File: src/rtl/audio_ctrl_if.sv
// Control bundle between the key/codec side and the record/playback FSM.
// Ports: i_* inputs to the controller, o_* registered controller outputs.
interface audio_ctrl_if #(
  parameter int ADDR_W = 20,
  parameter int SPD_W  = 3
);
  logic              i_init_done;
  logic              i_key_0;
  logic              i_key_1;
  logic              i_key_2;
  logic [SPD_W-1:0]  i_speed;
  logic              i_fast;
  logic              i_interp;
  logic [ADDR_W-1:0] i_rec_addr;
  logic              i_rec_valid;
  logic [ADDR_W-1:0] i_play_addr;
  logic              o_i2c_start;
  logic              o_rec_start;
  logic              o_rec_pause;
  logic              o_rec_stop;
  logic              o_play_start;
  logic              o_play_pause;
  logic              o_play_stop;
  logic              o_player_en;
  logic              o_sram_rec_sel;
  logic [SPD_W-1:0]  o_speed;
  logic              o_fast;
  logic              o_slow_0;
  logic              o_slow_1;
  logic [ADDR_W-1:0] o_rec_end_addr;
  logic              o_has_rec;
  logic [2:0]        o_state;

  modport master (
    output i_init_done, i_key_0, i_key_1, i_key_2,
    output i_speed, i_fast, i_interp,
    output i_rec_addr, i_rec_valid, i_play_addr,
    input  o_i2c_start,
    input  o_rec_start, o_rec_pause, o_rec_stop,
    input  o_play_start, o_play_pause, o_play_stop,
    input  o_player_en, o_sram_rec_sel,
    input  o_speed, o_fast, o_slow_0, o_slow_1,
    input  o_rec_end_addr, o_has_rec, o_state
  );

  modport slave (
    input  i_init_done, i_key_0, i_key_1, i_key_2,
    input  i_speed, i_fast, i_interp,
    input  i_rec_addr, i_rec_valid, i_play_addr,
    output o_i2c_start,
    output o_rec_start, o_rec_pause, o_rec_stop,
    output o_play_start, o_play_pause, o_play_stop,
    output o_player_en, o_sram_rec_sel,
    output o_speed, o_fast, o_slow_0, o_slow_1,
    output o_rec_end_addr, o_has_rec, o_state
  );
endinterface

File: src/rtl/audio_ctrl_fsm.sv
// Record/playback control FSM: codec init, key commands, SRAM steering.
// Ports: i_clk, i_rst_n (async low), bus (audio_ctrl_if.slave).
module audio_ctrl_fsm #(
  parameter int ADDR_W = 20,
  parameter int SPD_W  = 3
) (
  input  logic         i_clk,
  input  logic         i_rst_n,
  audio_ctrl_if.slave  bus
);

  typedef enum logic [2:0] {
    INIT       = 3'd0,
    IDLE       = 3'd1,
    RECD       = 3'd2,
    RECD_PAUSE = 3'd3,
    PLAY       = 3'd4,
    PLAY_PAUSE = 3'd5
  } state_t;

  state_t            state_q, state_d;
  logic              started_q, started_d;
  logic              i2c_q, i2c_d;
  logic              rs_q, rs_d, rp_q, rp_d, rx_q, rx_d;
  logic              ps_q, ps_d, pp_q, pp_d, px_q, px_d;
  logic              en_q, en_d, sel_q, sel_d;
  logic [SPD_W-1:0]  spd_q, spd_d;
  logic              fast_q, fast_d;
  logic              s0_q, s0_d, s1_q, s1_d;
  logic [ADDR_W-1:0] end_q, end_d;
  logic              has_q, has_d;

  logic k0, k1, k2;
  logic full, eor, latch;

  // Only the highest-priority key of a cycle acts.
  assign k2 = bus.i_key_2;
  assign k0 = bus.i_key_0 & ~k2;
  assign k1 = bus.i_key_1 & ~bus.i_key_0 & ~k2;

  assign full = bus.i_rec_valid & (&bus.i_rec_addr);
  assign eor  = bus.i_play_addr >= end_q;

  always_comb begin
    state_d   = state_q;
    started_d = started_q;
    i2c_d     = 1'b0;
    rs_d      = 1'b0;
    rp_d      = 1'b0;
    rx_d      = 1'b0;
    ps_d      = 1'b0;
    pp_d      = 1'b0;
    px_d      = 1'b0;
    end_d     = end_q;
    has_d     = has_q;
    latch     = 1'b0;
    unique case (state_q)
      INIT: begin
        started_d = 1'b1;
        i2c_d     = ~started_q;
        if (bus.i_init_done) state_d = IDLE;
      end
      IDLE: begin
        if (k0) begin
          state_d = RECD;
          rs_d    = 1'b1;
          has_d   = 1'b0;
        end else if (k1 && has_q) begin
          state_d = PLAY;
          ps_d    = 1'b1;
          latch   = 1'b1;
        end
      end
      RECD: begin
        if (bus.i_rec_valid) begin
          end_d = bus.i_rec_addr;
          has_d = 1'b1;
        end
        if (k2 || full) begin
          state_d = IDLE;
          rx_d    = 1'b1;
        end else if (k0) begin
          state_d = RECD_PAUSE;
          rp_d    = 1'b1;
        end
      end
      RECD_PAUSE: begin
        if (k2) begin
          state_d = IDLE;
          rx_d    = 1'b1;
        end else if (k0) begin
          state_d = RECD;
          rs_d    = 1'b1;
        end
      end
      PLAY: begin
        if (k2 || eor) begin
          state_d = IDLE;
          px_d    = 1'b1;
        end else if (k1) begin
          state_d = PLAY_PAUSE;
          pp_d    = 1'b1;
        end
      end
      PLAY_PAUSE: begin
        if (k2) begin
          state_d = IDLE;
          px_d    = 1'b1;
        end else if (k1) begin
          state_d = PLAY;
          ps_d    = 1'b1;
          latch   = 1'b1;
        end
      end
      default: state_d = IDLE;
    endcase

    spd_d  = spd_q;
    fast_d = fast_q;
    s0_d   = s0_q;
    s1_d   = s1_q;
    // Speed 0 is normal playback, so no mode bit is set.
    if (latch) begin
      spd_d  = bus.i_speed;
      fast_d = (bus.i_speed != '0) & bus.i_fast;
      s1_d   = (bus.i_speed != '0) & ~bus.i_fast & bus.i_interp;
      s0_d   = (bus.i_speed != '0) & ~bus.i_fast & ~bus.i_interp;
    end

    sel_d = (state_d == RECD) || (state_d == RECD_PAUSE);
    en_d  = (state_d == PLAY);
  end

  always_ff @(posedge i_clk or negedge i_rst_n) begin
    if (!i_rst_n) begin
      state_q   <= INIT;
      started_q <= 1'b0;
      i2c_q     <= 1'b0;
      rs_q      <= 1'b0;
      rp_q      <= 1'b0;
      rx_q      <= 1'b0;
      ps_q      <= 1'b0;
      pp_q      <= 1'b0;
      px_q      <= 1'b0;
      en_q      <= 1'b0;
      sel_q     <= 1'b0;
      spd_q     <= '0;
      fast_q    <= 1'b0;
      s0_q      <= 1'b0;
      s1_q      <= 1'b0;
      end_q     <= '0;
      has_q     <= 1'b0;
    end else begin
      state_q   <= state_d;
      started_q <= started_d;
      i2c_q     <= i2c_d;
      rs_q      <= rs_d;
      rp_q      <= rp_d;
      rx_q      <= rx_d;
      ps_q      <= ps_d;
      pp_q      <= pp_d;
      px_q      <= px_d;
      en_q      <= en_d;
      sel_q     <= sel_d;
      spd_q     <= spd_d;
      fast_q    <= fast_d;
      s0_q      <= s0_d;
      s1_q      <= s1_d;
      end_q     <= end_d;
      has_q     <= has_d;
    end
  end

  assign bus.o_i2c_start    = i2c_q;
  assign bus.o_rec_start    = rs_q;
  assign bus.o_rec_pause    = rp_q;
  assign bus.o_rec_stop     = rx_q;
  assign bus.o_play_start   = ps_q;
  assign bus.o_play_pause   = pp_q;
  assign bus.o_play_stop    = px_q;
  assign bus.o_player_en    = en_q;
  assign bus.o_sram_rec_sel = sel_q;
  assign bus.o_speed        = spd_q;
  assign bus.o_fast         = fast_q;
  assign bus.o_slow_0       = s0_q;
  assign bus.o_slow_1       = s1_q;
  assign bus.o_rec_end_addr = end_q;
  assign bus.o_has_rec      = has_q;
  assign bus.o_state        = state_q;

endmodule

File: src/flat_wrapper.sv
// flat-port wrapper written by rule: the top's interface ports become plain ports
module audio_ctrl_fsm_flat 
#(
  parameter int ADDR_W = 20,
  parameter int SPD_W  = 3
)
  (i_clk, i_rst_n, bus_i_init_done, bus_i_key_0, bus_i_key_1, bus_i_key_2, bus_i_speed, bus_i_fast, bus_i_interp, bus_i_rec_addr, bus_i_rec_valid, bus_i_play_addr, bus_o_i2c_start, bus_o_rec_start, bus_o_rec_pause, bus_o_rec_stop, bus_o_play_start, bus_o_play_pause, bus_o_play_stop, bus_o_player_en, bus_o_sram_rec_sel, bus_o_speed, bus_o_fast, bus_o_slow_0, bus_o_slow_1, bus_o_rec_end_addr, bus_o_has_rec, bus_o_state);
  audio_ctrl_if #(.ADDR_W(ADDR_W), .SPD_W(SPD_W)) bus_i ();
  input  logic i_clk;
  input  logic i_rst_n;
  input wire logic [$bits(bus_i.i_init_done)-1:0] bus_i_init_done;
  input wire logic [$bits(bus_i.i_key_0)-1:0] bus_i_key_0;
  input wire logic [$bits(bus_i.i_key_1)-1:0] bus_i_key_1;
  input wire logic [$bits(bus_i.i_key_2)-1:0] bus_i_key_2;
  input wire logic [$bits(bus_i.i_speed)-1:0] bus_i_speed;
  input wire logic [$bits(bus_i.i_fast)-1:0] bus_i_fast;
  input wire logic [$bits(bus_i.i_interp)-1:0] bus_i_interp;
  input wire logic [$bits(bus_i.i_rec_addr)-1:0] bus_i_rec_addr;
  input wire logic [$bits(bus_i.i_rec_valid)-1:0] bus_i_rec_valid;
  input wire logic [$bits(bus_i.i_play_addr)-1:0] bus_i_play_addr;
  output wire logic [$bits(bus_i.o_i2c_start)-1:0] bus_o_i2c_start;
  output wire logic [$bits(bus_i.o_rec_start)-1:0] bus_o_rec_start;
  output wire logic [$bits(bus_i.o_rec_pause)-1:0] bus_o_rec_pause;
  output wire logic [$bits(bus_i.o_rec_stop)-1:0] bus_o_rec_stop;
  output wire logic [$bits(bus_i.o_play_start)-1:0] bus_o_play_start;
  output wire logic [$bits(bus_i.o_play_pause)-1:0] bus_o_play_pause;
  output wire logic [$bits(bus_i.o_play_stop)-1:0] bus_o_play_stop;
  output wire logic [$bits(bus_i.o_player_en)-1:0] bus_o_player_en;
  output wire logic [$bits(bus_i.o_sram_rec_sel)-1:0] bus_o_sram_rec_sel;
  output wire logic [$bits(bus_i.o_speed)-1:0] bus_o_speed;
  output wire logic [$bits(bus_i.o_fast)-1:0] bus_o_fast;
  output wire logic [$bits(bus_i.o_slow_0)-1:0] bus_o_slow_0;
  output wire logic [$bits(bus_i.o_slow_1)-1:0] bus_o_slow_1;
  output wire logic [$bits(bus_i.o_rec_end_addr)-1:0] bus_o_rec_end_addr;
  output wire logic [$bits(bus_i.o_has_rec)-1:0] bus_o_has_rec;
  output wire logic [$bits(bus_i.o_state)-1:0] bus_o_state;
  assign bus_i.i_init_done = bus_i_init_done;
  assign bus_i.i_key_0 = bus_i_key_0;
  assign bus_i.i_key_1 = bus_i_key_1;
  assign bus_i.i_key_2 = bus_i_key_2;
  assign bus_i.i_speed = bus_i_speed;
  assign bus_i.i_fast = bus_i_fast;
  assign bus_i.i_interp = bus_i_interp;
  assign bus_i.i_rec_addr = bus_i_rec_addr;
  assign bus_i.i_rec_valid = bus_i_rec_valid;
  assign bus_i.i_play_addr = bus_i_play_addr;
  assign bus_o_i2c_start = bus_i.o_i2c_start;
  assign bus_o_rec_start = bus_i.o_rec_start;
  assign bus_o_rec_pause = bus_i.o_rec_pause;
  assign bus_o_rec_stop = bus_i.o_rec_stop;
  assign bus_o_play_start = bus_i.o_play_start;
  assign bus_o_play_pause = bus_i.o_play_pause;
  assign bus_o_play_stop = bus_i.o_play_stop;
  assign bus_o_player_en = bus_i.o_player_en;
  assign bus_o_sram_rec_sel = bus_i.o_sram_rec_sel;
  assign bus_o_speed = bus_i.o_speed;
  assign bus_o_fast = bus_i.o_fast;
  assign bus_o_slow_0 = bus_i.o_slow_0;
  assign bus_o_slow_1 = bus_i.o_slow_1;
  assign bus_o_rec_end_addr = bus_i.o_rec_end_addr;
  assign bus_o_has_rec = bus_i.o_has_rec;
  assign bus_o_state = bus_i.o_state;
  audio_ctrl_fsm #(.ADDR_W(ADDR_W), .SPD_W(SPD_W)) u_core (.i_clk(i_clk), .i_rst_n(i_rst_n), .bus(bus_i));
endmodule
File: config.mk
export PLATFORM = sky130hd
export DESIGN_NAME = audio_ctrl_fsm_flat
export DESIGN_NICKNAME = d
export VERILOG_FILES = /design/src/rtl/audio_ctrl_if.sv /design/src/rtl/audio_ctrl_fsm.sv /design/src/flat_wrapper.sv
export SDC_FILE = /design/constraint.sdc
export NUM_CORES = 1
export LEC_CHECK = 0
export BUFFER_PORTS_ARGS = -buffer_cell sky130_fd_sc_hd__buf_2
export CAP_MARGIN = 20
export CORE_MARGIN = 2
export CORE_UTILIZATION = 51
export CTS_CLUSTER_DIAMETER = 80
export DETAILED_ROUTE_END_ITERATION = 10
export HOLD_SLACK_MARGIN = 0.1
export MAX_ROUTING_LAYER = met4
export PLACE_DENSITY = 0.85
export SETUP_SLACK_MARGIN = 0.5
export SYNTH_ARGS = -nofsm -noshare
export SYNTH_HDL_FRONTEND = slang
export SYNTH_SLANG_ARGS = --single-unit
File: constraint.sdc
create_clock -name i_clk -period 5.6 [get_ports i_clk]
set_input_delay 1.12 -clock i_clk [delete_from_list [all_inputs] [get_ports i_clk]]
set_output_delay 1.12 -clock i_clk [all_outputs]
set_load 0.01 [all_outputs]
==> results_dict.tcl <==
set metrics [dict create \
    via_count 1919 \
    cts_sinks 40 \
    core-area_sq_mm 0.003971 \
    grtUsageMet3_pct 6.250 \
    n_antenna_cell 0 \
    r2r_end "u_core.bus.o_play_pause" \
    cp-start-kind "input port" \
    fin_crit_ps 2621 \
    synth_largest_area_cell "dfrtp_1" \
    p_sw_share_pct 37.76 \
    numPortBuffers 90 \
    use_met2_pct 36.41 \
    multi_input_area_sq_um 980.9 \
    power.switching_uw 458.8 \
    vdd_drop_max_v 0.0002632 \
    dpl_cell_area_sq_mm 0.002604 \
    ios 91 \
    reg2reg_slack_ps 3500 \
    clk_latency_ps 300 \
    die-area_sq_mm 0.004656 \
    grt_pass1_vias 1869 \
    cp_cell_sequence "buf_2 > ha_1 > a211oi_1 > o21ai_1 > a41oi_1 > nor4_4 > or3_4 > nor3b_2" \
    top_usage_layer "met2" \
    ys.flop_type "dfrtp_1" \
    die_w_microns 68.24 \
    intPower_uw 756.3 \
    die_h_microns 68.24 \
    fin_tns_setup_ps 0 \
    drt-pass1-iter-count 4 \
    setup_viol 0 \
    timing.fmax_ghz 0.3816 \
    ant_nets 0 \
    routed_via_density 5.215 \
    required_ps 5830 \
    outcome "completed" \
    combinationalPowerShare_pct 41.7 \
    grt_max_degree 41 \
    min_from "u_core.started_q" \
    power.leakage_nw 1.479 \
    regArea_sq_mm 0.001001 \
    syn_to_final_growth_pct 29.49 \
    synth_warnings 0 \
    avgRoutedWirePerCell_microns 12.98 \
    wl_microns 4775 \
    fillCellCount 308 \
    cts_buffers 5 \
    setup_ws_ps 2979 \
    antenna_found_initial 0 \
    r2r_start "u_core.bus.o_rec_end_addr[2]" \
    max_slew_margin_pct 40.99 \
    cp_max_fo 4 \
    critical_path_arrival_ps 2850 \
    whs_endpoint "u_core.bus.o_i2c_start" \
    fin_nets 389 \
    reg2reg_depth 8 \
    grt_usage_pct 23.05 \
    holdPathStages 1 \
    clk_pin_slew_ps 80 \
    grt_pass1_wl_microns 7638 \
    min_period_over_period_pct 46.80 \
    hold_slack_ps 425.0 \
    cts-root-buf "clkbuf_8" \
    clockPowerShare_pct 20.6 \
    syn-num-nets 296 \
    async_reset_ff_share_pct 100.0 \
    crit_path_top_delay_cell "or3_4" \
    hold_violations 0 \
    pwr-share-seq_pct 37.7 \
    drive_above_1_share_pct 34.59 \
    rsz0062_at_grt "no" \
    dp_hpwl_microns 3738 \
    synth-seq-area-share_pct 47.56 \
    drc 0 \
    cts_hold_buffers 0 \
    cts_tree "yes" \
    synthesis.area_sq_mm 0.002105 \
    yosysUniqueCellTypes 40 \
    start_util_pct 52.99 \
    num_rows 23 \
    post_cts_resized 0 \
    max_cap_violations 0 \
    ys_top_cells_by_area "dfrtp_1, ha_1, nand2_1" \
    pre_cts_ws_ps 2663 \
    crit_type "in -> reg" \
    cts_setup_buffers 0 \
    clock_skew_ps 9.208 \
    worstSetupEndpointType "flop" \
    yosysMostFrequentCell "nand2_1" \
    ys_top_cells_by_count "nand2_1, dfrtp_1, inv_1, o21ai_0, ha_1" \
    grt_overflow_total 0 \
    path_buf_inv 1 \
    synth_edf_count 0 \
    worstHoldPathType "reg -> reg" \
    grt_use_met1_pct 27.33 \
    worst_pin_slew_ps 885.1 \
    synth_top_area_share_pct 47.56 \
    place.gp.congestion 0.8824 \
    ys_ff_latch 40 \
    syn_avg_cell_area_sq_um 9.395 \
    finalMaxSlewViolations 0 \
    cpLargestDelayFamily "compound AO/OA/AOI/OAI gates" \
    synthCells 224 \
    postLayoutCellArea_sq_mm 0.002725 \
    ctsHtreeMaxLevel 2 \
    slowest_delay_ps 400 \
    first_iter_violations 68 \
    clock_path_buffers 2 \
    powerDensity_mw_per_mm2 445.9 \
]
[layer usage]
layer	wire length, microns	share of wire [%]
met1	2139	45
met2	2215	46
met3	326	6.8
met4	95	2.0
met5	0	0
[registers in the layout (all words and copies together), names as in the netlist]
name,flops
u_core.bus.o_state,3
u_core.bus.o_has_rec,1
u_core.bus.o_play_stop,1
u_core.bus.o_speed,3
u_core.started_q,1
u_core.bus.o_slow_1,1
u_core.bus.o_rec_end_addr,20
u_core.bus.o_player_en,1
u_core.bus.o_play_pause,1
u_core.bus.o_rec_start,1
u_core.bus.o_fast,1
u_core.bus.o_i2c_start,1
u_core.bus.o_rec_stop,1
u_core.bus.o_play_start,1
u_core.bus.o_sram_rec_sel,1
u_core.bus.o_slow_0,1
u_core.bus.o_rec_pause,1
[cell type report]
cell class	count	share of cell area, %
inverters	27	3.719
clock buffers	6	3.030
multi-input cells	152	36.00
repair buffers	91	16.80
well taps	50	2.296
clock inverters	2	1.423
flip-flops and latches	40	36.73
[cells by family after synthesis]
kind of cell	count (synthesis)	synth area share, %
simple gates	80	18.79
compound gates	51	15.40
flops	40	47.56
buf+inv	32	5.826
fa+ha+maj	20	11.89
mux	1	0.5350
[worst reg2reg max path, stage by stage (launching register included)]
cell and delay [ps]:
dfrtp_1 340, inv_1 50, ha_1 310, a211oi_1 240, o21ai_1 100, a41oi_1 360, nor4_4 80, or3_4 400
nor3b_2 170
[power groups by stage]
stage	Combinational, mW	Sequential (mW)	Clock (mW)
2_1_floorplan	0.262	0.510	0
3_3_place_gp	0.492	0.461	0
3_5_place_dp	0.510	0.462	0
4_1_cts	0.514	0.457	0.256
5_1_grt	0.588	0.471	0.268
6_report	0.507	0.458	0.251
[cells in the final DEF (no fill, tap or decap), drive strengths merged, types with 2 or more instances in the layout]
cell type,synthesis,final
a21o,3,3
ha,20,20
buf,2,91
nor4,2,2
nand4,5,5
nor2b,3,3
a31o,2,2
nor3,6,6
nand3,2,2
a21oi,8,8
and3,2,2
clkbuf,3,6
dfrtp,40,40
a211oi,4,4
nor2,10,10
inv,27,27
o21ai,24,24
o211ai,2,2
a22o,2,2
nand2,43,43
[metrics by stage]
stage	power (mW)	util (%)	cells
after floorplan	0.7722	-	224
after global placement	0.9530	65.56	360
after detailed placement	0.9721	65.56	360
after CTS	1.226	68.62	368
after global routing	1.327	68.62	368
final	1.215	68.62	368
[how the worst max path moves through the flow]
stage / startpoint / end / depth (start not counted) / slack (ps)
after floorplan: bus_i_play_addr[17] / u_core.bus.o_play_pause / 7 / 2890
after global placement: bus_i_play_addr[2] / u_core.bus.o_play_pause / 8 / 2700
after detailed placement: bus_i_play_addr[2] / u_core.bus.o_play_pause / 8 / 2660
after CTS: bus_i_play_addr[2] / u_core.bus.o_play_pause / 8 / 2990
after global routing: bus_i_play_addr[2] / u_core.bus.o_player_en / 8 / 2910
final: bus_i_play_addr[2] / u_core.bus.o_play_pause / 8 / 2980
Power figures use the tool's default switching activity.
